==> src/rtl/clock_display_scan.sv <==
// Six-digit multiplexed seven-segment scanner for the alarm clock.
// Time digits are snapshotted once per scan frame so a digit never tears mid-frame.
// Optional alarm flash is enabled by defining ALARM_FLASH_EN.
module clock_display_scan #(
  parameter int unsigned PRESCALE     = 4,
  parameter int unsigned FLASH_FRAMES = 8
) (
  input  logic       clk,
  input  logic       rst,
  input  logic [3:0] qh1,
  input  logic [3:0] qh0,
  input  logic [3:0] qm1,
  input  logic [3:0] qm0,
  input  logic [3:0] qs1,
  input  logic [3:0] qs0,
  input  logic       alarm,
  output logic [6:0] seg,
  output logic       dp,
  output logic [5:0] an,
  output logic [2:0] digit_idx,
  output logic       frame_done
);

  localparam int unsigned PcW = (PRESCALE > 1) ? $clog2(PRESCALE) : 1;
  localparam logic [PcW-1:0] PcMax = PcW'(PRESCALE - 1);

  logic [PcW-1:0]  pc_q, pc_d;
  logic [2:0]      digit_idx_q, digit_idx_d;
  logic            frame_done_q, frame_done_d;
  logic            load_pending_q, load_pending_d;
  logic [5:0][3:0] snap_q, snap_d;
  logic            alarm_snap_q, alarm_snap_d;
  logic [6:0]      seg_q, seg_d;
  logic [5:0]      an_q, an_d;
  logic            dp_q, dp_d;
  logic            tick;
  logic            blank;
  logic [3:0]      cur_digit;

  // Prescaler, scan index and frame-boundary snapshot control.
  always_comb begin
    tick           = (pc_q == PcMax);
    pc_d           = tick ? '0 : pc_q + 1'b1;
    digit_idx_d    = digit_idx_q;
    frame_done_d   = 1'b0;
    load_pending_d = 1'b0;
    snap_d         = snap_q;
    alarm_snap_d   = alarm_snap_q;
    if (tick) begin
      if (digit_idx_q == 3'd5) begin
        digit_idx_d    = 3'd0;
        frame_done_d   = 1'b1;
        load_pending_d = 1'b1;
      end else begin
        digit_idx_d = digit_idx_q + 3'd1;
      end
    end
    if (load_pending_q) begin
      snap_d       = {qs0, qs1, qm0, qm1, qh0, qh1};
      alarm_snap_d = alarm;
    end
  end

`ifdef ALARM_FLASH_EN
  localparam int unsigned FcW = (FLASH_FRAMES > 1) ? $clog2(FLASH_FRAMES) : 1;
  localparam logic [FcW-1:0] FcMax = FcW'(FLASH_FRAMES - 1);

  logic [FcW-1:0] flash_cnt_q, flash_cnt_d;
  logic           phase_q, phase_d;

  // Frame counter toggles the flash phase; held at the lit phase while no alarm.
  always_comb begin
    flash_cnt_d = flash_cnt_q;
    phase_d     = phase_q;
    if (!alarm_snap_q) begin
      flash_cnt_d = '0;
      phase_d     = 1'b0;
    end else if (frame_done_q) begin
      if (flash_cnt_q == FcMax) begin
        flash_cnt_d = '0;
        phase_d     = ~phase_q;
      end else begin
        flash_cnt_d = flash_cnt_q + 1'b1;
      end
    end
    blank = alarm_snap_q & phase_q;
  end

  // Flash state registers.
  always_ff @(posedge clk or posedge rst) begin
    if (rst) begin
      flash_cnt_q <= '0;
      phase_q     <= 1'b0;
    end else begin
      flash_cnt_q <= flash_cnt_d;
      phase_q     <= phase_d;
    end
  end
`else
  // Without flashing, the alarm snapshot is kept but never reaches the outputs.
  logic unused_flash;
  assign unused_flash = alarm_snap_q ^ FLASH_FRAMES[0];
  assign blank        = 1'b0;
`endif

  // Segment decode, digit enable and separator dot for the current index.
  always_comb begin
    case (digit_idx_q)
      3'd0:    cur_digit = snap_q[0];
      3'd1:    cur_digit = snap_q[1];
      3'd2:    cur_digit = snap_q[2];
      3'd3:    cur_digit = snap_q[3];
      3'd4:    cur_digit = snap_q[4];
      3'd5:    cur_digit = snap_q[5];
      default: cur_digit = 4'hF;
    endcase
    case (cur_digit)
      4'd0:    seg_d = 7'h3F;
      4'd1:    seg_d = 7'h06;
      4'd2:    seg_d = 7'h5B;
      4'd3:    seg_d = 7'h4F;
      4'd4:    seg_d = 7'h66;
      4'd5:    seg_d = 7'h6D;
      4'd6:    seg_d = 7'h7D;
      4'd7:    seg_d = 7'h07;
      4'd8:    seg_d = 7'h7F;
      4'd9:    seg_d = 7'h6F;
      default: seg_d = 7'h40; // non-BCD shows a dash
    endcase
    an_d = blank ? 6'd0 : (6'd1 << digit_idx_q);
    dp_d = !blank && ((digit_idx_q == 3'd1) || (digit_idx_q == 3'd3));
  end

  // State and registered outputs.
  always_ff @(posedge clk or posedge rst) begin
    if (rst) begin
      pc_q           <= '0;
      digit_idx_q    <= 3'd0;
      frame_done_q   <= 1'b0;
      load_pending_q <= 1'b1;
      snap_q         <= '0;
      alarm_snap_q   <= 1'b0;
      seg_q          <= 7'd0;
      an_q           <= 6'd0;
      dp_q           <= 1'b0;
    end else begin
      pc_q           <= pc_d;
      digit_idx_q    <= digit_idx_d;
      frame_done_q   <= frame_done_d;
      load_pending_q <= load_pending_d;
      snap_q         <= snap_d;
      alarm_snap_q   <= alarm_snap_d;
      seg_q          <= seg_d;
      an_q           <= an_d;
      dp_q           <= dp_d;
    end
  end

  assign seg        = seg_q;
  assign an         = an_q;
  assign dp         = dp_q;
  assign digit_idx  = digit_idx_q;
  assign frame_done = frame_done_q;

endmodule

==> config.mk <==
export PLATFORM = sky130hd
export DESIGN_NAME = clock_display_scan
export DESIGN_NICKNAME = d
export VERILOG_FILES = /design/src/rtl/clock_display_scan.sv
export SDC_FILE = /design/constraint.sdc
export NUM_CORES = 1
export LEC_CHECK = 0
export CAP_MARGIN = 0
export CORE_AREA = 4 4 64 72
export CTS_CLUSTER_SIZE = 8
export DETAILED_ROUTE_END_ITERATION = 7
export DIE_AREA = 0 0 68 76
export HOLD_SLACK_MARGIN = 0.06
export MAX_ROUTING_LAYER = met4
export PLACE_DENSITY = 0.79
export SYNTH_ARGS = -nofsm -noshare
export SYNTH_HDL_FRONTEND = slang
export SYNTH_SLANG_ARGS = --single-unit
==> constraint.sdc <==
create_clock -name clk -period 6.4 [get_ports clk]
set_input_delay 1.28 -clock clk [delete_from_list [all_inputs] [get_ports clk]]
set_output_delay 1.28 -clock clk [all_outputs]
set_load 0.02 [all_outputs]
==> run_summary.xml, run 1 <==
<?xml version="1.0" encoding="UTF-8"?>
<metrics>
  <group name="setup_path">
    <metric name="crit_arrival" unit="ps">1730</metric>
    <metric name="crit_chain" unit="">clkdlybuf4s50_1</metric>
    <metric name="critical_path.startpoint_type" unit="">register</metric>
    <metric name="type_of_destination_of_the_critical_path" unit="">output port</metric>
    <metric name="cp_slowest_cell" unit="">sky130_fd_sc_hd__clkdlybuf4s50_1</metric>
    <metric name="worst-path-max-fanout" unit="">14</metric>
    <metric name="cpPeakStageDelay" unit="ps">720</metric>
    <metric name="family_with_the_most_delay_on_the_worst_path" unit="">buffers and inverters</metric>
    <metric name="cp.required" unit="ps">5120</metric>
    <metric name="crit_type" unit="">register to output port</metric>
    <metric name="crit_buf_inv" unit="">1</metric>
  </group>
  <group name="global_route">
    <metric name="grt_start_max_net_pins" unit="">46</metric>
    <metric name="first_pass_grt_wire_length" unit="mm">6.48</metric>
    <metric name="grt_antenna_before_repair" unit="">0</metric>
    <metric name="vias_in_the_first_global_route" unit="">1410</metric>
    <metric name="overflow" unit="">0</metric>
    <metric name="global_route_usage_over_all_layers" unit="%">16.9</metric>
  </group>
  <group name="clock_tree">
    <metric name="cts_resized" unit="">0</metric>
    <metric name="clock_path_buffers" unit="">2</metric>
    <metric name="worstSkewPairLatency" unit="ps">300</metric>
    <metric name="tritoncts_clock_tree" unit="">yes</metric>
    <metric name="path_clk_slew" unit="ps">80</metric>
    <metric name="post_cts.repair.setup_buffers" unit="">0</metric>
    <metric name="numCtsBuffers" unit="">5</metric>
    <metric name="root_buffer" unit="">sky130_fd_sc_hd__clkbuf_8</metric>
    <metric name="cts-hold-fix-buffers" unit="">0</metric>
    <metric name="clkSinkCount" unit="">45</metric>
    <metric name="cts_htree_levels" unit="">2</metric>
  </group>
  <group name="sta">
    <metric name="finalClockSkew" unit="ps">8.71</metric>
    <metric name="slew_headroom" unit="%">61.7</metric>
    <metric name="fmaxAchievable" unit="MHz">333</metric>
    <metric name="final_min_period_over_clock_period" unit="%">47.0</metric>
    <metric name="fin_worst_hold_slack" unit="ps">435</metric>
    <metric name="max_slew.worst_pin.slew" unit="ps">575</metric>
    <metric name="timing.setup.tns" unit="ps">0</metric>
    <metric name="setup_viol_count_final" unit="">0</metric>
    <metric name="setup_repair_after_global_routing_missed_its_margin" unit="">no</metric>
    <metric name="final_max_slew_viol_count" unit="">0</metric>
    <metric name="finalHoldViolCount" unit="">0</metric>
    <metric name="finalCriticalPeriod" unit="ps">3010</metric>
  </group>
  <group name="pwr">
    <metric name="p_leak" unit="nW">1.12</metric>
    <metric name="ir_drop" unit="mV">0.160</metric>
    <metric name="powerDensity" unit="nW/µm²">222</metric>
  </group>
  <group name="drt">
    <metric name="firstDrtPassIters" unit="">4</metric>
    <metric name="remaining_drc_errors" unit="">0</metric>
    <metric name="vias_per_cell" unit="">5.15</metric>
    <metric name="vias" unit="">1277</metric>
    <metric name="detail_route.iter0.violations" unit="">71</metric>
    <metric name="routed_antenna_nets" unit="">0</metric>
    <metric name="detail_route.wirelength" unit="mm">3.60</metric>
    <metric name="wl_per_instance" unit="µm">14.5</metric>
  </group>
  <group name="yosys">
    <metric name="synth_cell_type_count" unit="">40</metric>
    <metric name="synth-async-reset-ratio" unit="%">100</metric>
    <metric name="yosys_warnings" unit="">0</metric>
    <metric name="synth_ff_type" unit="">sky130_fd_sc_hd__dfrtp_1</metric>
    <metric name="synth.cell_area" unit="µm²">2020</metric>
    <metric name="netlist.area_leader.share" unit="%">54.5</metric>
    <metric name="synth-edff-count" unit="">0</metric>
    <metric name="syn_area_per_cell" unit="µm²">13.3</metric>
    <metric name="biggest_area_contributors_in_the_synthesized_netlist" unit="">sky130_fd_sc_hd__dfrtp_1 (55%), sky130_fd_sc_hd__mux2_2 (14%), sky130_fd_sc_hd__ha_1 (5.0%), sky130_fd_sc_hd__mux2i_1 (2.0%), sky130_fd_sc_hd__a21o_1 (1.9%)</metric>
    <metric name="netlist.top_cell.by_area" unit="">sky130_fd_sc_hd__dfrtp_1</metric>
    <metric name="synth_nets" unit="">187</metric>
    <metric name="syn-instance-count" unit="">152</metric>
    <metric name="seq_area_frac_synth" unit="%">55.8</metric>
    <metric name="ys_seq_elements" unit="">45</metric>
  </group>
  <group name="finish">
    <metric name="syn_to_final_growth" unit="%">28.3</metric>
    <metric name="postLayoutCoreUtil" unit="%">66.4</metric>
    <metric name="drive_gt1_share" unit="%">22.4</metric>
    <metric name="filler_cell_count" unit="">306</metric>
    <metric name="fin_nets" unit="">230</metric>
    <metric name="antenna_cells_inserted" unit="">0</metric>
  </group>
  <group name="floorplanning">
    <metric name="ioPinCount" unit="">45</metric>
    <metric name="floorplan.initialDensity" unit="%">51.7</metric>
    <metric name="die_height" unit="µm">76</metric>
    <metric name="placeableCoreArea" unit="µm²">3900</metric>
    <metric name="site_rows" unit="">24</metric>
    <metric name="design.die.area" unit="µm²">5170</metric>
    <metric name="die_w" unit="µm">68</metric>
  </group>
  <group name="placement">
    <metric name="dpl.hpwl" unit="mm">2.68</metric>
    <metric name="finalWeightedCongestion" unit="">0.865</metric>
    <metric name="port_buffers" unit="">43</metric>
  </group>
  <group name="job">
    <metric name="max_cap_violations" unit="">0</metric>
  </group>
  <group name="run_status">
    <metric name="run_status" unit="">finished, final reports clean</metric>
  </group>
  <group name="min_path">
    <metric name="min_path_type" unit="">register to register</metric>
  </group>
</metrics>
## state kept, by name, indices dropped and copies added, names as in the netlist
name,flops
frame_done,1
an,6
digit_idx,3
dp,1
load_pending_q,1
pc_q,2
seg,7
snap_q,24
## per-stage QoR
step	cells	area, µm²	setup WS (ps)	total power [mW]
floorplan	152	2020	4060	0.335
global placement	240	2470	3710	0.362
detailed placement	240	2470	3700	0.364
CTS	248	2590	3380	0.581
global route	248	2590	3250	0.601
finish	248	2590	3390	0.575
## logic make-up (layout without fill, tap and decap cells)
kind of cell / Yosys count / in the layout / share of synthesized area (%)
xor+xnor: 1 / 1 / 0.434
compound gates: 22 / 22 / 10.2
buf+inv: 17 / 61 / 4.03
simple gates: 28 / 28 / 7.31
fa+ha+maj: 8 / 8 / 4.96
mux: 31 / 31 / 17.2
flops: 45 / 45 / 55.8
## layout by cell type (no fill, tap or decap), types with 4 or more instances in the layout
cell type and count:
sky130_fd_sc_hd__nand2_1 6, sky130_fd_sc_hd__nor2_1 4, sky130_fd_sc_hd__ha_1 8, sky130_fd_sc_hd__dfrtp_1 44
sky130_fd_sc_hd__clkdlybuf4s50_1 43, sky130_fd_sc_hd__inv_1 7, sky130_fd_sc_hd__mux2_2 26, sky130_fd_sc_hd__clkbuf_8 6
sky130_fd_sc_hd__mux2i_1 4, sky130_fd_sc_hd__nor3_1 7, sky130_fd_sc_hd__a21o_1 5
## cell type report
| type | count | area [µm²] | share of cell area, % |
|---|---|---|---|
| Sequential cell | 45 | 1130 | 43.5 |
| Multi-Input combinational cell | 90 | 811 | 31.3 |
| Timing Repair Buffer | 44 | 438 | 16.9 |
| Clock buffer | 7 | 86.3 | 3.33 |
| Tap cell | 52 | 65.1 | 2.51 |
| Inverter | 9 | 33.8 | 1.30 |
| Clock inverter | 1 | 30.0 | 1.16 |
## cell usage after synthesis, drive strengths merged, types with 3 or more instances
library cell / n
a21o: 5
buf: 5
clkbuf: 3
dfrtp: 44
ha: 8
inv: 9
mux2: 27
mux2i: 4
nand2: 6
nor2: 5
nor3: 8
o21ai: 4
## final timing paths
kind	from	to	slack, ps	depth (start not counted)
setup / recovery	digit_idx[2]	digit_idx[2]	3390	1
min in group asynchronous	rst	snap_q[18]	1410	3
setup reg to reg	digit_idx[2]	seg[3]	3780	8
max in group asynchronous	rst	load_pending_q	4610	3
hold reg to reg	pc_q[0]	pc_q[0]	430	1
hold / removal	pc_q[0]	pc_q[0]	430	1
## per-layer routing
metal / part of all wire, % / GRT usage [%] / wire, µm
met4: 1.2 / 5.96 / 43
met3: 4.6 / 5.01 / 164
met2: 52 / 26.3 / 1870
met5: 0 / - / 0
met1: 42 / 20.7 / 1530
## power breakdown
group	total (mW)	internal [mW]	leakage, nW	switching, mW
logic	0.0565	0.0331	0.514	0.0234
registers	0.301	0.295	0.545	0.00547
clock network	0.217	0.127	0.0585	0.0901
total	0.575	0.456	1.12	0.119
Note: power is estimated with default switching activity, not from simulation.
==> run 2, diff against run 1 <==
--- a/config.mk
+++ b/config.mk
@@ -6,13 +6,13 @@
 export NUM_CORES = 1
 export LEC_CHECK = 0
 export CAP_MARGIN = 0
-export CORE_AREA = 4 4 64 72
+export CORE_AREA = 4 4 66 74
 export CTS_CLUSTER_SIZE = 8
 export DETAILED_ROUTE_END_ITERATION = 7
-export DIE_AREA = 0 0 68 76
+export DIE_AREA = 0 0 70 78
 export HOLD_SLACK_MARGIN = 0.06
 export MAX_ROUTING_LAYER = met4
-export PLACE_DENSITY = 0.79
+export PLACE_DENSITY = 0.74
 export SYNTH_ARGS = -nofsm -noshare
 export SYNTH_HDL_FRONTEND = slang
 export SYNTH_SLANG_ARGS = --single-unit
==> constraint.sdc (replaced) <==
create_clock -name clk -period 2.8 [get_ports clk]
set_input_delay 0.56 -clock clk [delete_from_list [all_inputs] [get_ports clk]]
set_output_delay 0.56 -clock clk [all_outputs]
set_load 0.02 [all_outputs]
==> run 2 against run 1 <==
Effect of this change:
- utilization fell by 4.1 points
- global-route usage fell by 1.7 points
- largest power group unchanged
- highest routed layer unchanged
- largest cell class unchanged
- cell count rose by 2.4%
- critical endpoint is now seg[3]
==> run_summary.xml, run 2 (same netlist as run 1, synthesis figures left out) <==
<?xml version="1.0" encoding="UTF-8"?>
<metrics>
  <group name="floorplanning">
    <metric name="floorplan.initialDensity" unit="%">48.2</metric>
    <metric name="design.die.area" unit="µm²">5460</metric>
    <metric name="ioPinCount" unit="">45</metric>
    <metric name="die_height" unit="µm">78</metric>
    <metric name="placeableCoreArea" unit="µm²">4190</metric>
    <metric name="site_rows" unit="">25</metric>
    <metric name="die_w" unit="µm">70</metric>
  </group>
  <group name="placement">
    <metric name="dpl_cell_area" unit="µm²">2510</metric>
    <metric name="port_buffers" unit="">43</metric>
    <metric name="dpl.hpwl" unit="mm">2.68</metric>
    <metric name="finalWeightedCongestion" unit="">0.846</metric>
  </group>
  <group name="drt">
    <metric name="vias" unit="">1288</metric>
    <metric name="detail_route.iter0.violations" unit="">87</metric>
    <metric name="wl_per_instance" unit="µm">14.1</metric>
    <metric name="routed_antenna_nets" unit="">0</metric>
    <metric name="vias_per_cell" unit="">5.07</metric>
    <metric name="firstDrtPassIters" unit="">4</metric>
    <metric name="remaining_drc_errors" unit="">0</metric>
    <metric name="detail_route.wirelength" unit="mm">3.57</metric>
  </group>
  <group name="job">
    <metric name="max_cap_violations" unit="">0</metric>
  </group>
  <group name="sta">
    <metric name="slew_headroom" unit="%">63.8</metric>
    <metric name="setup_repair_after_global_routing_missed_its_margin" unit="">no</metric>
    <metric name="finalCriticalPeriod" unit="ps">2250</metric>
    <metric name="final_max_slew_viol_count" unit="">0</metric>
    <metric name="finalHoldViolCount" unit="">0</metric>
    <metric name="fmaxAchievable" unit="MHz">445</metric>
    <metric name="setup_viol_count_final" unit="">0</metric>
    <metric name="final_min_period_over_clock_period" unit="%">80.3</metric>
    <metric name="max_slew.worst_pin.slew" unit="ps">543</metric>
    <metric name="timing.setup.tns" unit="ps">0</metric>
    <metric name="finalClockSkew" unit="ps">2.50</metric>
  </group>
  <group name="clock_tree">
    <metric name="worstSkewPairLatency" unit="ps">290</metric>
    <metric name="path_clk_slew" unit="ps">80</metric>
    <metric name="tritoncts_clock_tree" unit="">yes</metric>
    <metric name="clock_path_buffers" unit="">2</metric>
    <metric name="clkSinkCount" unit="">45</metric>
    <metric name="root_buffer" unit="">sky130_fd_sc_hd__clkbuf_8</metric>
    <metric name="numCtsBuffers" unit="">5</metric>
    <metric name="cts_htree_levels" unit="">2</metric>
    <metric name="post_cts.repair.setup_buffers" unit="">0</metric>
    <metric name="cts-hold-fix-buffers" unit="">0</metric>
    <metric name="cts_resized" unit="">0</metric>
  </group>
  <group name="finish">
    <metric name="layout.cell_area.non_filler" unit="µm²">2610</metric>
    <metric name="mostFrequentLayoutCell" unit="">sky130_fd_sc_hd__dfrtp_1</metric>
    <metric name="reg_with_most_ffs" unit="">snap_q</metric>
    <metric name="layout.cells.most_common_list" unit="">sky130_fd_sc_hd__dfrtp_1 (44), sky130_fd_sc_hd__clkdlybuf4s50_1 (43), sky130_fd_sc_hd__mux2_2 (26)</metric>
    <metric name="postLayoutCoreUtil" unit="%">62.2</metric>
    <metric name="antenna_cells_inserted" unit="">0</metric>
    <metric name="syn_to_final_growth" unit="%">29.2</metric>
    <metric name="drive_gt1_share" unit="%">24.5</metric>
    <metric name="filler_cell_count" unit="">352</metric>
    <metric name="fin_nets" unit="">234</metric>
    <metric name="largest_register_ffs" unit="">24</metric>
  </group>
  <group name="setup_path">
    <metric name="cpPeakStageDelay" unit="ps">580</metric>
    <metric name="type_of_destination_of_the_critical_path" unit="">register</metric>
    <metric name="reg2reg_setup_slack" unit="ps">550</metric>
    <metric name="crit_type" unit="">register to register</metric>
    <metric name="crit_chain" unit="">mux2_2 -&gt; a32o_1 -&gt; a211oi_2 -&gt; inv_1 -&gt; ha_1 -&gt; inv_1 -&gt; mux2i_1 -&gt; a21o_1</metric>
    <metric name="worst_setup_path_startpoint" unit="">digit_idx[2]</metric>
    <metric name="ff2ff_path_depth" unit="">8</metric>
    <metric name="family_with_the_most_delay_on_the_worst_path" unit="">compound AO/OA/AOI/OAI gates</metric>
    <metric name="worst-path-max-fanout" unit="">11</metric>
    <metric name="crit-reg2reg-launch" unit="">digit_idx[2]</metric>
    <metric name="cp.required" unit="ps">2990</metric>
    <metric name="timing.rr.end" unit="">seg[3]</metric>
    <metric name="cp_slowest_cell" unit="">sky130_fd_sc_hd__dfrtp_1</metric>
    <metric name="critical_path.startpoint_type" unit="">register</metric>
    <metric name="crit_arrival" unit="ps">2440</metric>
    <metric name="crit_top_cell" unit="">sky130_fd_sc_hd__inv_1</metric>
    <metric name="crit_cells" unit="">8</metric>
    <metric name="critPathCapture" unit="">seg[3]</metric>
    <metric name="crit_buf_inv" unit="">2</metric>
  </group>
  <group name="pwr">
    <metric name="ir_drop" unit="mV">0.349</metric>
    <metric name="powerDensity" unit="nW/µm²">475</metric>
    <metric name="p_leak" unit="nW">1.13</metric>
    <metric name="overall_power_after_layout" unit="mW">1.24</metric>
  </group>
  <group name="global_route">
    <metric name="overflow" unit="">0</metric>
    <metric name="vias_in_the_first_global_route" unit="">1319</metric>
    <metric name="grt_antenna_before_repair" unit="">0</metric>
    <metric name="first_pass_grt_wire_length" unit="mm">6.33</metric>
    <metric name="global_route_usage_over_all_layers" unit="%">15.2</metric>
    <metric name="grt_start_max_net_pins" unit="">46</metric>
  </group>
  <group name="run_status">
    <metric name="run_status" unit="">finished, final reports clean</metric>
  </group>
  <group name="min_path">
    <metric name="min_path_type" unit="">register to register</metric>
  </group>
</metrics>
run 2: worst min-delay path by stage:
stage,from,to,slack (ps),cells after the start
3_3_place_gp,pc_q[0],pc_q[0],410,1
6_report,pc_q[0],pc_q[0],430,1
2_1_floorplan,pc_q[0],pc_q[0],400,1
5_1_grt,pc_q[0],pc_q[0],450,1
4_1_cts,pc_q[0],pc_q[0],430,1
3_5_place_dp,pc_q[0],pc_q[0],420,1
run 2: report_power, final:
group | internal (mW) | switching [mW]
registers | 0.675 | 0.0127
logic | 0.0765 | 0.0530
clock network | 0.223 | 0.199
total | 0.974 | 0.264
run 2: final cells by class:
cell class / count / area [µm²] / area share, %
clock buffer: 7 / 96.3 / 3.69
clock inverter: 1 / 5.00 / 0.192
inverter: 9 / 33.8 / 1.29
multi-input combinational: 90 / 811 / 31.1
sequential: 45 / 1130 / 43.2
tap: 54 / 67.6 / 2.59
timing repair buffer: 48 / 468 / 17.9
run 2: metrics by stage:
stage               setup slack, ps  instances  hold slack [ps]
floorplan                       544        152              403
global placement                580        246              414
detailed placement              568        246              421
CTS                             525        254              432
global route                    376        254              451
finish                          552        254              428
run 2: routing by layer:
metal	GRT usage [%]	part of all wire, %	vias up
met5	-	0	-
met4	5.75	1.6	0
met3	4.53	4.4	7
met2	24.4	52	28
met1	18.1	42	629
li1	-	-	624
